### config.mk
export PLATFORM = sky130hd
export DESIGN_NAME = game_counter
export DESIGN_NICKNAME = d
export VERILOG_FILES = /design/src/rtl/game_pkg.sv /design/src/rtl/game_hold_timer.sv /design/src/rtl/game_counter.sv
export SDC_FILE = /design/constraint.sdc
export NUM_CORES = 1
export LEC_CHECK = 0
export ABC_AREA = 0
export CORE_MARGIN = 2
export CORE_UTILIZATION = 40
export CTS_CLUSTER_SIZE = 20
export DETAILED_ROUTE_END_ITERATION = 8
export PLACE_DENSITY = 0.69
export SLEW_MARGIN = 20
export SYNTH_ARGS = -nofsm -noshare
export SYNTH_HDL_FRONTEND = slang
export SYNTH_HIERARCHICAL = 1
export SYNTH_SLANG_ARGS = --single-unit
### constraint.sdc
create_clock -name clk -period 1.6 [get_ports clk]
set_input_delay 0.32 -clock clk [delete_from_list [all_inputs] [get_ports clk]]
set_output_delay 0.32 -clock clk [all_outputs]
set_load 0.03 [all_outputs]
### src/rtl/game_pkg.sv
// Shared encodings for the game counter: step modes, FSM states, result codes.
// mode_step() maps a mode to its signed step so the counter needs one adder.
package game_pkg;

    typedef enum logic [1:0] {
        MODE_UP1 = 2'b00,
        MODE_UP2 = 2'b01,
        MODE_DN1 = 2'b10,
        MODE_DN2 = 2'b11
    } mode_e;

    typedef enum logic [0:0] {
        ST_RUN  = 1'b0,
        ST_OVER = 1'b1
    } state_e;

    localparam logic [1:0] WHO_NONE = 2'b00;
    localparam logic [1:0] WHO_WIN  = 2'b01;
    localparam logic [1:0] WHO_LOSE = 2'b10;

    function automatic int mode_step(input mode_e m);
        case (m)
            MODE_UP1: return 1;
            MODE_UP2: return 2;
            MODE_DN1: return -1;
            default:  return -2;
        endcase
    endfunction

endpackage

### src/rtl/game_hold_timer.sv
// Counts the game-over hold period; done is high during the last hold cycle.
// start is sampled on the same edge that moves the FSM into OVER.
module game_hold_timer #(
    parameter int HOLD_CYCLES = 8
) (
    input  logic clk,
    input  logic rst,
    input  logic start,
    output logic done
);

    localparam int CW = (HOLD_CYCLES > 1) ? $clog2(HOLD_CYCLES) : 1;

    logic [CW-1:0] hold_cnt_reg;
    logic          active_reg;

    always_ff @(posedge clk) begin
        if (!rst) begin
            hold_cnt_reg <= '0;
            active_reg   <= 1'b0;
        end else if (start) begin
            hold_cnt_reg <= CW'(HOLD_CYCLES - 1);
            active_reg   <= 1'b1;
        end else if (active_reg) begin
            if (hold_cnt_reg == '0) begin
                active_reg <= 1'b0;
            end else begin
                hold_cnt_reg <= hold_cnt_reg - CW'(1);
            end
        end
    end

    assign done = active_reg && (hold_cnt_reg == '0);

endmodule

### src/rtl/game_counter.sv
// Modular up/down game counter with winner/loser pulses and a timed game-over
// state that restarts the game and clears the downstream event counters.
module game_counter
    import game_pkg::*;
#(
    parameter int WIDTH       = 4,
    parameter int HOLD_CYCLES = 8
) (
    input  logic             clk,
    input  logic             rst,
    input  logic [1:0]       mode,
    input  logic             load,
    input  logic [WIDTH-1:0] init,
    input  logic             winner_flag,
    input  logic             loser_flag,
    output logic [WIDTH-1:0] count,
    output logic             winner,
    output logic             loser,
    output logic             game_over,
    output logic [1:0]       who,
    output logic             clr_counters
);

    state_e           state_reg;
    logic [WIDTH-1:0] count_reg;
    logic [WIDTH-1:0] step_next;
    logic             winner_reg;
    logic             loser_reg;
    logic [1:0]       who_reg;
    logic             clr_reg;
    logic             flag_hit;
    logic             hold_done;

    assign step_next = count_reg + WIDTH'(mode_step(mode_e'(mode)));

    // Flags seen in the restart (clear) cycle are stale results of the old game.
    assign flag_hit = (state_reg == ST_RUN) && !clr_reg && (winner_flag || loser_flag);

    game_hold_timer #(
        .HOLD_CYCLES(HOLD_CYCLES)
    ) u_hold_timer (
        .clk  (clk),
        .rst  (rst),
        .start(flag_hit),
        .done (hold_done)
    );

    always_ff @(posedge clk) begin
        if (!rst) begin
            state_reg  <= ST_RUN;
            count_reg  <= '0;
            winner_reg <= 1'b0;
            loser_reg  <= 1'b0;
            who_reg    <= WHO_NONE;
            clr_reg    <= 1'b0;
        end else begin
            winner_reg <= 1'b0;
            loser_reg  <= 1'b0;
            clr_reg    <= 1'b0;
            case (state_reg)
                ST_RUN: begin
                    if (flag_hit) begin
                        state_reg <= ST_OVER;
                        who_reg   <= winner_flag ? WHO_WIN : WHO_LOSE;
                    end else if (load) begin
                        count_reg <= init;
                    end else begin
                        count_reg  <= step_next;
                        winner_reg <= (step_next == '1);
                        loser_reg  <= (step_next == '0);
                    end
                end
                default: begin
                    if (hold_done) begin
                        state_reg <= ST_RUN;
                        count_reg <= '0;
                        who_reg   <= WHO_NONE;
                        clr_reg   <= 1'b1;
                    end
                end
            endcase
        end
    end

    assign count        = count_reg;
    assign winner       = winner_reg;
    assign loser        = loser_reg;
    assign game_over    = (state_reg == ST_OVER);
    assign who          = who_reg;
    assign clr_counters = clr_reg;

endmodule

## After elaboration in Yosys (flattened, before gate mapping)

Cells that the tools add are included.

| operators by class | value |
|---|---|
| add/subtract/negate cells | 2 |
| equal/unequal tests | 6 |
| mux-type cells | 19 |
| bitwise logic cells | 2 |
| reduce and logical (&&, ||, !) cells | 15 |

Operators with widths:

| operator | count |
|---|---|
| 4-bit 2-to-1 mux | 4 |
| 4-bit one-hot mux with 3 select lines | 1 |
| 3-bit 2-to-1 mux | 3 |
| 2-bit 2-to-1 mux | 4 |
| 2-bit AND reduction | 4 |
| 1-bit 2-to-1 mux | 7 |
| 4-bit adder | 1 |
| 4-bit equality test (second input constant) | 1 |
| 4-bit zero test | 1 |
| 2-bit inequality test (second input constant) | 2 |
| 2-bit nonzero test | 2 |
| 4-bit OR reduction | 1 |
| 1-bit logical AND | 3 |
| 3-bit zero test | 1 |
| 3-bit by 1-bit subtractor with 3-bit output (second input constant) | 1 |
| 2-bit by 1-bit equality test with 1-bit output (second input constant) | 1 |
| 2-bit equality test (second input constant) | 1 |
| 2-bit zero test | 1 |
| 2-bit by 1-bit inequality test with 1-bit output (second input constant) | 1 |
| 1-bit NOT | 2 |
| 1-bit zero test | 1 |
| 1-bit logical OR | 1 |

| word-level totals | value |
|---|---|
| register bits after elaboration | 14 |
| output and inout bits | 10 |
| logic and storage cells | 52 |

## Depth between registers and ports, before layout

| logic depth | value |
|---|---|
| depth after elaboration | 6 |
| depth in mapped cells | 8 |
| gate-level depth less buffers | 8 |

## By module

The synthesis kept the hierarchy.

By module, submodules not included:

| module | instances | cells each | area each (µm²) | seq. area each (µm²) |
|---|---|---|---|---|
| game_counter | 1 | 58 | 549.3 | 200.2 |
| game_hold_timer | 1 | 22 | 217.7 | 80.1 |

## Least setup slack after synthesis

Ideal clock, no wire load.

| path | value |
|---|---|
| kind | input -> register |
| start | input port mode[0] |
| end | register count_reg[3] (netlist: count[3]) |
| library setup time | 0.135 ns |
| data arrival time | 1.497 ns |
| data required time | 1.465 ns |
| setup slack | -0.032 ns |
| stages | 6 |
| path buffers | 0 |
| path through | or2_2 > ha_1 > a21o_1 > a21oi_1 > xnor2_1 > o221ai_1 |

| between the ends | value |
|---|---|
| longest elaborated chain between the ends | 6 |
| elaborated cells between the ends (all ways) | 8 |
| classes of those cells | 1 x add/sub; 2 x eq/ne; 4 x mux; 1 x reduce/logical |

Ends and longest elaborated chain:

| item | line | RTL |
|---|---|---|
| start, declared | game_counter.sv:11 | `input logic [1:0] mode,` |
| 2-bit equality test (tied with other cells) | game_pkg.sv:22 | `case (m)` |
| 4-bit one-hot mux with 3 select lines (*) | game_pkg.sv:22 |  |
| 4-bit adder (*) | game_counter.sv:34 | `assign step_next = count_reg + WIDTH'(mode_step(mode_e'(mode)));` |
| 4-bit 2-to-1 mux (*) | game_counter.sv:65 | `end else if (load) begin` |
| 4-bit 2-to-1 mux (*) | game_counter.sv:62 | `if (flag_hit) begin` |
| 4-bit 2-to-1 mux (*) | game_counter.sv:60 | `case (state_reg)` |
| end signal, assigned | game_counter.sv:66 | `count_reg <= init;` |
| end signal, assigned | game_counter.sv:68 | `count_reg <= step_next;` |
| end, declared | game_counter.sv:25 | `logic [WIDTH-1:0] count_reg;` |

Mark *: on every way between the ends. The rest lies on a longest branch, timed or not. The select of a mux whose other input is x is not followed.
A chain may end at the register's enable or synchronous reset.

## Worst setup path after layout

| path | value |
|---|---|
| start | register count_reg[1] (netlist: count[1]) |
| end | output port count[1] |

RTL lines:

| item | line | RTL |
|---|---|---|
| end, declared | game_counter.sv:16 | `output logic [WIDTH-1:0] count,` |

No word-level cell between the ends.

==> flow_metrics.py <==
metrics = {
    "layout": {
        "finish.utilization_pct": 64.3,
        "fin_nets": 130,
        "final_cell_count_no_fill": 137,
        "antenna_cells": 0,
        "area_growth_pct": 47.8,
        "final_common_cell": "dfxtp_1",
        "nFillCells": 161,
        "largest_reg_flops": 4,
        "final_cell_mix": "14 x dfxtp_1, 10 x dlygate4sd2_1, 10 x buf_4",
        "drive_gt1_share_pct": 24.1,
    },
    "synth": {
        "synth_compound_area_share_pct": 17.3,
        "ys_seq_area_share_pct": 36.5,
        "synth-edff-count": 0,
        "synth_top_family_by_area": "simple AND/OR/NAND/NOR gates",
        "synth_fa_ha_area_share_pct": 10.8,
        "ys_ff_latch": 14,
        "yosys-mux-area-fraction_pct": 3.92,
        "yosysUniqueCellTypes": 40,
        "post_synth.cell_area_avg_um2": 9.59,
        "synthesis.instances": 80,
        "synthesis.area_um2": 767,
        "yosysWarnings": 6,
        "async_flop_share_pct": 0,
        "yosys.area_share.simple_pct": 22.7,
        "syn_nets": 97,
        "synth_flop_cell": "dfxtp_1",
        "post_synth_xor_area_fraction_pct": 3.43,
    },
    "worst_setup_path": {
        "cp_cell_sequence": "dlygate4sd2_1",
        "worstRegToRegCells": 7,
        "critPathLaunch": "count[1]$_SDFFE_PN0P_",
        "r2r-start": "u_hold_timer/hold_cnt_reg[0]$_SDFFE_PN0P_",
        "cp.required_ns": 1.28,
        "r2r_setup_slack_ns": 0.13,
        "worst_ep_arrival_time_ns": 1.18,
        "crit_type": "reg2out",
        "cp_num_buf_inv": 1,
        "end_kind": "output port",
        "cpPeakStageDelay_ns": 0.47,
        "r2r-end": "count[1]$_SDFFE_PN0P_",
        "crit_family": "flip-flops",
        "crit_end": "count[1]",
        "cp_slowest_cell": "dfxtp_1",
        "path_depth": 1,
        "critPathLaunchType": "flop",
        "cp_max_fo": 4,
    },
    "grt": {
        "grt_util_met2_pct": 26.7,
        "grtUsageMet1_pct": 21.1,
        "busiest_layer": "met2",
        "grt_max_degree": 10,
        "grt_overflow_total": 0,
        "grt_pass1_wl_um": 2610,
        "grtUsageMet3_pct": 6.79,
        "first_global_vias": 602,
        "grt_usage_pct": 16.8,
        "antenna_found_initial": 0,
    },
    "pwr": {
        "power_density_mw_per_mm2": 822,
        "ir_drop_v": 0.000529,
        "p_leak_nw": 0.564,
        "p_total_mw": 0.931,
    },
    "sta": {
        "hold_viol_final": 0,
        "max_freq_ghz": 0.665,
        "drv_slew": 0,
        "finClkSkew_ns": 0.00364,
        "worst_pin_slew_ns": 0.316,
        "relSlewSlack_pct": 78.9,
        "min_period_ns": 1.50,
        "post-route-period-util_pct": 93.9,
        "rsz0062_at_grt": "no",
        "finalSetupTns_ns": 0,
        "setup_viol": 0,
    },
    "die": {
        "std_cell_rows": 15,
        "die_w_um": 47.8,
        "num_io_pins": 21,
        "dieArea_mm2": 0.00228,
        "die_h_um": 47.8,
        "start_util_pct": 43.5,
        "core_mm2": 0.00176,
    },
    "placed_design": {
        "io_buffers": 20,
        "dp.final_hpwl_um": 1320,
        "place_congestion": 0.725,
        "dp.cells": 133,
    },
    "clock_tree": {
        "clk_latency_ns": 0.28,
        "hold_buffers": 0,
        "cts-root-buf": "clkbuf_4",
        "numCtsBuffers": 3,
        "clock_sinks": 14,
        "clkTransAtPathRegs_ns": 0.09,
        "postCtsSetupRepairBufs": 0,
        "clock_path_buffers": 2,
        "htreeDepth": 1,
        "cts_tree": "yes",
    },
    "run_status": {
        "outcome": "finished, final reports clean",
    },
    "route": {
        "via_count": 654,
        "ant_nets": 0,
        "wl_um": 1660,
        "first_iter_violations": 7,
        "drc_errors": 0,
        "vias_per_cell": 4.77,
        "drt_first_pass_iters": 4,
        "routedWlPerCell_um": 12.1,
    },
    "worst_hold_path": {
        "whs_path_depth": 2,
        "hold_class": "reg2reg",
    },
    "flow_run": {
        "maxCapViolCount": 0,
    },
}
how the worst min path moves through the flow:
stage | from | endpoint
after floorplan | rst | u_hold_timer/active_reg$_SDFF_PN0_
after global placement | who[0]$_SDFFE_PN0P_ | who[0]$_SDFFE_PN0P_
after detailed placement | who[0]$_SDFFE_PN0P_ | who[0]$_SDFFE_PN0P_
after CTS | who[0]$_SDFFE_PN0P_ | who[0]$_SDFFE_PN0P_
after global routing | count[0]$_SDFFE_PN0P_ | count[0]$_SDFFE_PN0P_
final | who[0]$_SDFFE_PN0P_ | who[0]$_SDFFE_PN0P_
cell usage after synthesis, types with 2 or more instances:
cell type | n | area share, %
o21ai_0 | 2 | 1.3
inv_1 | 9 | 4.4
xnor2_1 | 2 | 2.3
mux2i_1 | 3 | 3.9
or2_2 | 2 | 1.6
nor2_1 | 2 | 0.98
ha_1 | 5 | 8.2
a21oi_1 | 3 | 2.0
dfxtp_1 | 14 | 37
nand2_1 | 3 | 1.5
nor3b_1 | 2 | 2.0
o22ai_1 | 3 | 2.4
nor3_1 | 3 | 2.0
logic make-up (layout without fill, tap and decap cells):
| kind of cell | count (synthesis) | after routing |
|---|---|---|
| buffers and inverters | 11 | 43 |
| adder cells (fa/ha/maj) | 6 | 6 |
| multiplexers | 3 | 3 |
| AND/OR/NAND/NOR | 25 | 25 |
| XOR/XNOR | 3 | 3 |
| flip-flops | 14 | 14 |
| AO/OA/AOI/OAI | 18 | 18 |
layout make-up:
cell class | instances | area [um^2] | area share [%]
Clock buffer | 4 | 36.3 | 3.20
Inverter | 9 | 33.8 | 2.98
Multi-Input combinational cell | 55 | 484 | 42.7
Sequential cell | 14 | 280 | 24.7
Tap cell | 25 | 31.3 | 2.76
Timing Repair Buffer | 30 | 268 | 23.6
through the flow:
step	hold slack, ns	area [um^2]	worst slack (ns)
floorplan	0.437	771	0.00426
global placement	0.487	1070	-0.458
detailed placement	0.488	1070	-0.505
CTS	0.498	1110	0.00129
global route	0.536	1130	0.0153
finish	0.497	1130	0.0970
metal layers:
metal,up-vias,part of all wire [%]
met5,-,0
met3,2,4.8
li1,342,-
met2,12,47
met4,0,0.85
met1,298,47
power breakdown:
| part | switching [mW] | internal, mW | total [mW] |
|---|---|---|---|
| clock | 0.119 | 0.139 | 0.257 |
| combinational | 0.137 | 0.141 | 0.278 |
| sequential | 0.0209 | 0.375 | 0.396 |
| total | 0.277 | 0.655 | 0.931 |
what timing repair did:
action                                  4_1_cts  5_1_grt
endpoints found under the setup margin       13        7
pin swaps                                     5        5
gates resized for setup                      14        4
hold endpoints to repair                      0        0
Power figures use the tool's default switching activity.
